$ cat config.mk
export PLATFORM = sky130hd
export DESIGN_NAME = wci_master_seq
export DESIGN_NICKNAME = d
export VERILOG_FILES = /design/src/rtl/wci_master_seq.sv
export SDC_FILE = /design/constraint.sdc
export NUM_CORES = 1
export LEC_CHECK = 0
export CAP_MARGIN = 20
export CORE_AREA = 4 4 380 382
export CTS_CLUSTER_DIAMETER = 100
export DETAILED_ROUTE_END_ITERATION = 10
export DIE_AREA = 0 0 384 386
export SYNTH_ARGS = -nofsm -noshare
export SYNTH_HDL_FRONTEND = slang
export SYNTH_SLANG_ARGS = --single-unit
$ cat constraint.sdc
create_clock -name CLK -period 4.2 [get_ports CLK]
set_input_delay 0.84 -clock CLK [delete_from_list [all_inputs] [get_ports CLK]]
set_output_delay 0.84 -clock CLK [all_outputs]
set_load 0.05 [all_outputs]
$ cat src/rtl/wci_master_seq.sv
// wci_master_seq: shares one control request/response channel across NWORKERS WCI slaves with per-worker timeout.
module wci_master_seq #(
  parameter int NWORKERS = 8,
  parameter int TIMEOUT  = 1024
) (
  input  logic                     CLK,
  input  logic                     RST_N,
  input  logic                     req_valid,
  output logic                     req_ready,
  input  logic [2:0]               req_worker,
  input  logic                     req_write,
  input  logic                     req_space,
  input  logic [31:0]              req_addr,
  input  logic [31:0]              req_data,
  input  logic [3:0]               req_byteen,
  output logic                     rsp_valid,
  output logic [1:0]               rsp_code,
  output logic [31:0]              rsp_data,
  output logic [NWORKERS-1:0]      timed_out,
  input  logic [NWORKERS-1:0]      clr_timeout,
  output logic [3*NWORKERS-1:0]    wci_MCmd,
  output logic [NWORKERS-1:0]      wci_MAddrSpace,
  output logic [4*NWORKERS-1:0]    wci_MByteEn,
  output logic [32*NWORKERS-1:0]   wci_MAddr,
  output logic [32*NWORKERS-1:0]   wci_MData,
  input  logic [2*NWORKERS-1:0]    wci_SResp,
  input  logic [32*NWORKERS-1:0]   wci_SData,
  input  logic [NWORKERS-1:0]      wci_SThreadBusy
);
  localparam int CW = $clog2(TIMEOUT);
  typedef enum logic [1:0] {IDLE, BUSYWAIT, WAITRSP, RESP} state_t;
  state_t state, nextState;
  logic [2:0] workerR;
  logic writeR, spaceR, live;
  logic [31:0] addrR, dataR, rdataR;
  logic [3:0] byteEnR;
  logic [2:0] mcmdR;
  logic [1:0] codeR;
  logic [CW-1:0] cnt;
  logic accept, reject, busySel, gotRsp, expire, active;
  logic [1:0] srespSel;
  logic [31:0] sdataSel;
  logic [NWORKERS-1:0] setMask;
  always_comb begin
    busySel = 1'b0;
    srespSel = 2'b00;
    sdataSel = '0;
    reject = 1'b1;
    setMask = '0;
    for (int i = 0; i < NWORKERS; i++) begin
      if (workerR == 3'(i)) begin
        busySel = wci_SThreadBusy[i];
        srespSel = wci_SResp[2*i +: 2];
        sdataSel = wci_SData[32*i +: 32];
      end
      if (req_worker == 3'(i)) reject = timed_out[i];
    end
    active = state == BUSYWAIT || state == WAITRSP;
    accept = req_valid && req_ready;
    gotRsp = state == WAITRSP && srespSel != 2'b00;
    // the edge that would carry the counter to TIMEOUT-1 is the deadline; a response in that cycle still wins
    expire = active && cnt == CW'(TIMEOUT - 2) && !gotRsp;
    for (int i = 0; i < NWORKERS; i++) setMask[i] = expire && workerR == 3'(i);
  end
  always_ff @(posedge CLK or negedge RST_N)
    if (!RST_N) state <= IDLE;
    else state <= nextState;
  always_comb begin
    nextState = IDLE;
    case (state)
      IDLE:     nextState = !accept ? IDLE : reject ? RESP : BUSYWAIT;
      BUSYWAIT: nextState = expire ? RESP : busySel ? BUSYWAIT : WAITRSP;
      WAITRSP:  nextState = (gotRsp || expire) ? RESP : WAITRSP;
      default:  nextState = IDLE;
    endcase
  end
  always_ff @(posedge CLK or negedge RST_N)
    if (!RST_N) begin
      live <= 1'b0;
      cnt <= '0;
      mcmdR <= 3'b000;
      workerR <= '0;
      writeR <= 1'b0;
      spaceR <= 1'b0;
      addrR <= '0;
      dataR <= '0;
      byteEnR <= '0;
      codeR <= 2'b00;
      rdataR <= '0;
      timed_out <= '0;
    end else begin
      live <= 1'b1;
      cnt <= active ? cnt + 1'b1 : '0;
      mcmdR <= (state == BUSYWAIT && nextState == WAITRSP) ? (writeR ? 3'b001 : 3'b010) : 3'b000;
      if (accept) begin
        workerR <= req_worker;
        writeR <= req_write;
        spaceR <= req_space;
        addrR <= req_addr;
        dataR <= req_data;
        byteEnR <= req_byteen;
      end
      if (accept && reject) begin
        codeR <= 2'b10;
        rdataR <= '0;
      end else if (gotRsp) begin
        codeR <= srespSel - 2'd1;
        rdataR <= writeR ? 32'h0 : sdataSel;
      end else if (expire) begin
        codeR <= 2'b11;
        rdataR <= {16'hDEAD, addrR[15:0]};
      end
      timed_out <= (timed_out & ~clr_timeout) | setMask;
    end
  always_comb begin
    req_ready = live && state == IDLE;
    rsp_valid = state == RESP;
    rsp_code = codeR;
    rsp_data = rdataR;
    wci_MCmd = '0;
    wci_MAddrSpace = '0;
    wci_MByteEn = '0;
    wci_MAddr = '0;
    wci_MData = '0;
    for (int i = 0; i < NWORKERS; i++)
      if (active && workerR == 3'(i)) begin
        wci_MCmd[3*i +: 3] = mcmdR;
        wci_MAddrSpace[i] = spaceR;
        wci_MByteEn[4*i +: 4] = byteEnR;
        wci_MAddr[32*i +: 32] = addrR;
        wci_MData[32*i +: 32] = dataR;
      end
  end
endmodule

### After elaboration in Yosys (flattened, before gate mapping)

Cells that the tools add are included.

* add/subtract/negate cells: 2
* $mul: 0
* eq/ne operators: 19
* reduce and logical (&&, ||, !) cells: 31
* bitwise operators: 3
* magnitude comparators: 0
* shift-type cells: 0
* multiplexer cells: 88
* div/mod/pow operators: 0

Operator list (count)
* 2-to-1 mux 32 bit: 28
* 2-to-1 mux 2 bit: 25
* 2-to-1 mux 4 bit: 8
* 2-to-1 mux 1 bit: 25
* == test 3 bit, second input constant: 8
* logical AND 1 bit: 23
* == test 3 x 2 -> 1 bit, second input constant: 4
* adder 10 x 1 -> 10 bit, second input constant: 1
* == test 10 bit, second input constant: 1
* 2-to-1 mux 10 bit: 1
* bitwise AND 8 bit: 1
* inverter 8 bit: 1
* bitwise OR 8 bit: 1
* == test 2 bit, second input constant: 3
* == test 3 x 1 -> 1 bit, second input constant: 2
* zero test 3 bit: 2
* case mux 2 bit (3 select lines): 1
* nonzero test 3 bit: 1
* == test 2 x 1 -> 1 bit, second input constant: 1
* zero test 2 bit: 1
* logical OR 1 bit: 2
* nonzero test 2 bit: 1
* subtractor 2 x 1 -> 2 bit, second input constant: 1
* zero test 1 bit: 1

* word-level logic and storage cells: 156
* ROM bits: 0
* memories: 0
* memory bits (writable): 0
* latch bits: 0
* bits of input ports: 364
* output and inout port bits: 620
* register bits after elaboration: 130

### Longest topological paths before layout

* depth after elaboration: 19
* depth in mapped cells: 15
* depth with buffers taken out: 11

### Worst setup path after synthesis

OpenSTA, ideal clock, no wires.

* kind: reg2out
* from: register state[0]
* to: output wci_MAddrSpace[5]
* buffers on the path: 2
* path slack: 1315 ps
* stages on the path, launching flop included: 8
* data arrival time: 2045 ps
* data required time: 3360 ps
* cells stage by stage: dfrtp_1 > inv_1 > ha_1 > clkbuf_1 > nand2_1 > nor2_1 > clkbuf_1 > and2_1

* cells in the longest elaborated chain, start to end: 4
* elaborated cells between the ends (all ways): 5
* those cells by class: 2 x eq/ne; 1 x mux; 2 x reduce/logical

RTL lines
* start, declared: RTL line 32 `state_t state, nextState;`
* start signal, assigned: RTL line 67 `else state <= nextState;`
* == test 2 x 1 -> 1 bit or == test 2 bit (tied branches): RTL line 58 `active = state == BUSYWAIT || state == WAITRSP;`
* logical OR 1 bit (*): RTL line 58
* logical AND 1 bit (*): RTL line 126 `if (active && workerR == 3'(i)) begin`
* 2-to-1 mux 1 bit (*): RTL line 126
* end, declared: RTL line 22 `output logic [NWORKERS-1:0] wci_MAddrSpace,`

Every way passes the cells marked *; elsewhere a longest branch is shown, timed or not.

### Worst setup path in the final report

* from: register workerR[2]
* to: output wci_MAddr[100]

* cells in the longest elaborated chain, start to end: 3

RTL lines
* start, declared: RTL line 33 `logic [2:0] workerR;`
* start signal, assigned: RTL line 96 `workerR <= req_worker;`
* == test 3 x 2 -> 1 bit: RTL line 126
* logical AND 1 bit: RTL line 126
* 2-to-1 mux 32 bit: RTL line 126
* end, declared: RTL line 24 `output logic [32*NWORKERS-1:0] wci_MAddr,`

Every way passes these cells.

==> impl_metrics.tcl <==
set metrics [dict create \
    status "finished, final reports clean" \
    ys_warn_count 0 \
    hold_path_class "in -> async" \
    grt_max_degree 81 \
    async_reset_ff_frac 1.000 \
    cts_resized 0 \
    die-area_mm2 0.1482 \
    nets 2835 \
    worst_pin_slew_ns 1.195 \
    power_frac_comb 0.660 \
    period_needed_ns 3.941 \
    p_per_area_mw_per_mm2 508.4 \
    synth_edf_count 0 \
    clkSinkCount 130 \
    syn_avg_cell_area_um2 7.587 \
    path_max_fanout 38 \
    seqPwrFrac 0.230 \
    synth_top_area_frac 0.2743 \
    final_antenna_net_count 0 \
    syn-instance-count 1563 \
    hold_buffers 0 \
    drc 0 \
    wirelength_um 116100 \
    cp.required_ns 3.36 \
    clock_path_buffers 2 \
    cts_tree "done" \
    rows 138 \
    drv_slew 0 \
    worstSetupStartpointType "register" \
    synth_area_leaders "dfrtp_1, and2_1, nand2_1" \
    irDropWorstVdd_mv 0.3397 \
    maxCapViolCount 0 \
    grt_setup_unrepaired "false" \
    place.gp.congestion 0.9427 \
    dominantRegCellSynth "dfrtp_1" \
    switchingPower_uw 8827 \
    yosysSeqAreaShare 0.2743 \
    ys_ff_latch 130 \
    postCtsSetupBuffers 0 \
    first_iter_violations 1270 \
    cts_root_buffer "clkbuf_16" \
    cp-end-kind "primary output" \
    fin_crit_sh 0.9384 \
    cp.arrival_ns 3.10 \
    p_clk_frac 0.111 \
    r2r_slack_ns 0.52 \
    fin_setup_tns_ns 0 \
    slew_headroom 0.2007 \
    design.core.area_mm2 0.1411 \
    io_buffers 975 \
    drt-wirelength-per-cell_um 26.46 \
    vias_per_cell 3.653 \
    grt_pass1_vias 15810 \
    final_layout_size_suffix_gt1_frac 0.2802 \
    place_inst 4335 \
    numCtsBuffers 17 \
    grt_pass1_wl_um 150200 \
    hpwl_um 94300 \
    grt_usage 0.1486 \
    syn_to_final_growth_pct 154.0 \
    synth_common_cells "and2_1, nand2_1, dfrtp_1, clkbuf_1, and3_1" \
    die_w_um 384 \
    io_pins 984 \
    syn_area_mm2 0.01186 \
    rr_worst_depth 10 \
    p_int_uw 6486 \
    p_leak_uw 0.01214 \
    max_freq_mhz 253.7 \
    yosysTopAreaCell "dfrtp_1" \
    hold_violations 0 \
    detail_route.first_pass.iterations 7 \
    synthMostInstantiatedCell "and2_1" \
    netSwitchingFraction 0.5764 \
    clkLatencyLatePin_ns 0.52 \
    yosysUniqueCellTypes 62 \
    dieHeight_um 386 \
    skew_ns 0.02152 \
    path_clk_slew_ns 0.07 \
    num_vias 16030 \
    crit_type "reg -> out" \
    setup_viol 0 \
    initial_core_util 0.08407 \
    grt-ovfl-total 0 \
    antenna_found_initial 35 \
    htree_num_levels 4 \
    final_cells 4388 \
    n_fill_cell 15290 \
]
-- cells by family (layout without fill, tap and decap cells) --
kind of cell | after synthesis | after routing | share of synthesized area
simple gates | 897 | 897 | 0.4169
compound gates | 293 | 293 | 0.1816
buf+inv | 173 | 1080 | 0.06446
flops | 130 | 130 | 0.2743
mux | 55 | 55 | 0.05033
fa+ha+maj | 7 | 7 | 0.007385
xor+xnor | 6 | 6 | 0.004432
other cells | 2 | 30 | 0.0006333
-- area by class of cell --
class | instances | area (µm²) | share of cell area
clock inverters | 12 | 146.4 | 0.004860
multi-input cells | 1267 | 7965 | 0.2644
repair buffers | 1031 | 15820 | 0.5252
diodes | 21 | 52.55 | 0.001745
inverters | 17 | 63.81 | 0.002119
flip-flops and latches | 130 | 3262 | 0.1083
well taps | 1890 | 2365 | 0.07851
clock buffers | 20 | 446.7 | 0.01483
-- power by group through the flow --
stage / logic [µW] / clock network (µW) / registers (µW)
floorplan: 4680 / 0 / 2800
global placement: 10100 / 0 / 3570
detailed placement: 10100 / 0 / 3570
CTS: 10200 / 1810 / 3560
global route: 10500 / 1820 / 3680
finish: 10100 / 1700 / 3520
-- metal layers --
metal  routed length, µm  share of wire  track usage
met1               45870           0.40       0.1812
met3               10540          0.091      0.04576
met5                  24        0.00021            0
met4                3045          0.026      0.04767
met2               56630           0.49       0.2487
-- metrics by stage --
step                worst slack, ns  utilization  total power [µW]  hold slack (ns)  instance area, µm²
floorplan                     1.315            -              7486           0.4736               11890
global placement             0.3438       0.2089             13700           0.4952               29470
detailed placement           0.3446       0.2089             13720           0.5163               29470
CTS                         0.06086       0.2131             15530           0.3552               30070
global route                0.05965       0.2132             16030           0.3849               30080
finish                       0.2586       0.2135             15310           0.3611               30120
-- registers in the layout, indices dropped and copies added, names as in the netlist --
name,cells
mcmdR,2
dataR,32
writeR,1
cnt,10
spaceR,1
rsp_data,32
rsp_code,2
workerR,3
byteEnR,4
addrR,32
live,1
timed_out,8
state,2
-- placed cells by master (no fill, tap or decap), types with 39 or more instances in the layout --
master	instances
o21ai_0	69
buf_4	60
clkdlybuf4s50_1	406
and3_1	72
buf_12	564
and2_1	500
mux2i_1	39
a222oi_1	39
nand2_1	256
dfrtp_1	127
-- path summary, 6_finish.rpt --
| path | from | to |
|---|---|---|
| hold / removal | RST_N | timed_out[0]$_DFF_PN0_ |
| setup / recovery | workerR[2]$_DFFE_PN0P_ | wci_MAddr[100] |
| setup reg to reg | workerR[1]$_DFFE_PN0P_ | rsp_data[5]$_DFFE_PN0P_ |
| min in group CLK | cnt[0]$_DFF_PN0_ | cnt[0]$_DFF_PN0_ |
| max in group asynchronous | RST_N | addrR[13]$_DFFE_PN0P_ |
| hold reg to reg | cnt[0]$_DFF_PN0_ | cnt[0]$_DFF_PN0_ |
-- critical path, stage by stage (launching register included) --
cell,delay (ns)
dfrtp_2,0.59
inv_2,0.27
nand2_1,0.28
nor2_4,0.69
buf_12,0.29
and2_1,0.21
buf_12,0.15
Power figures use the tool's default switching activity.
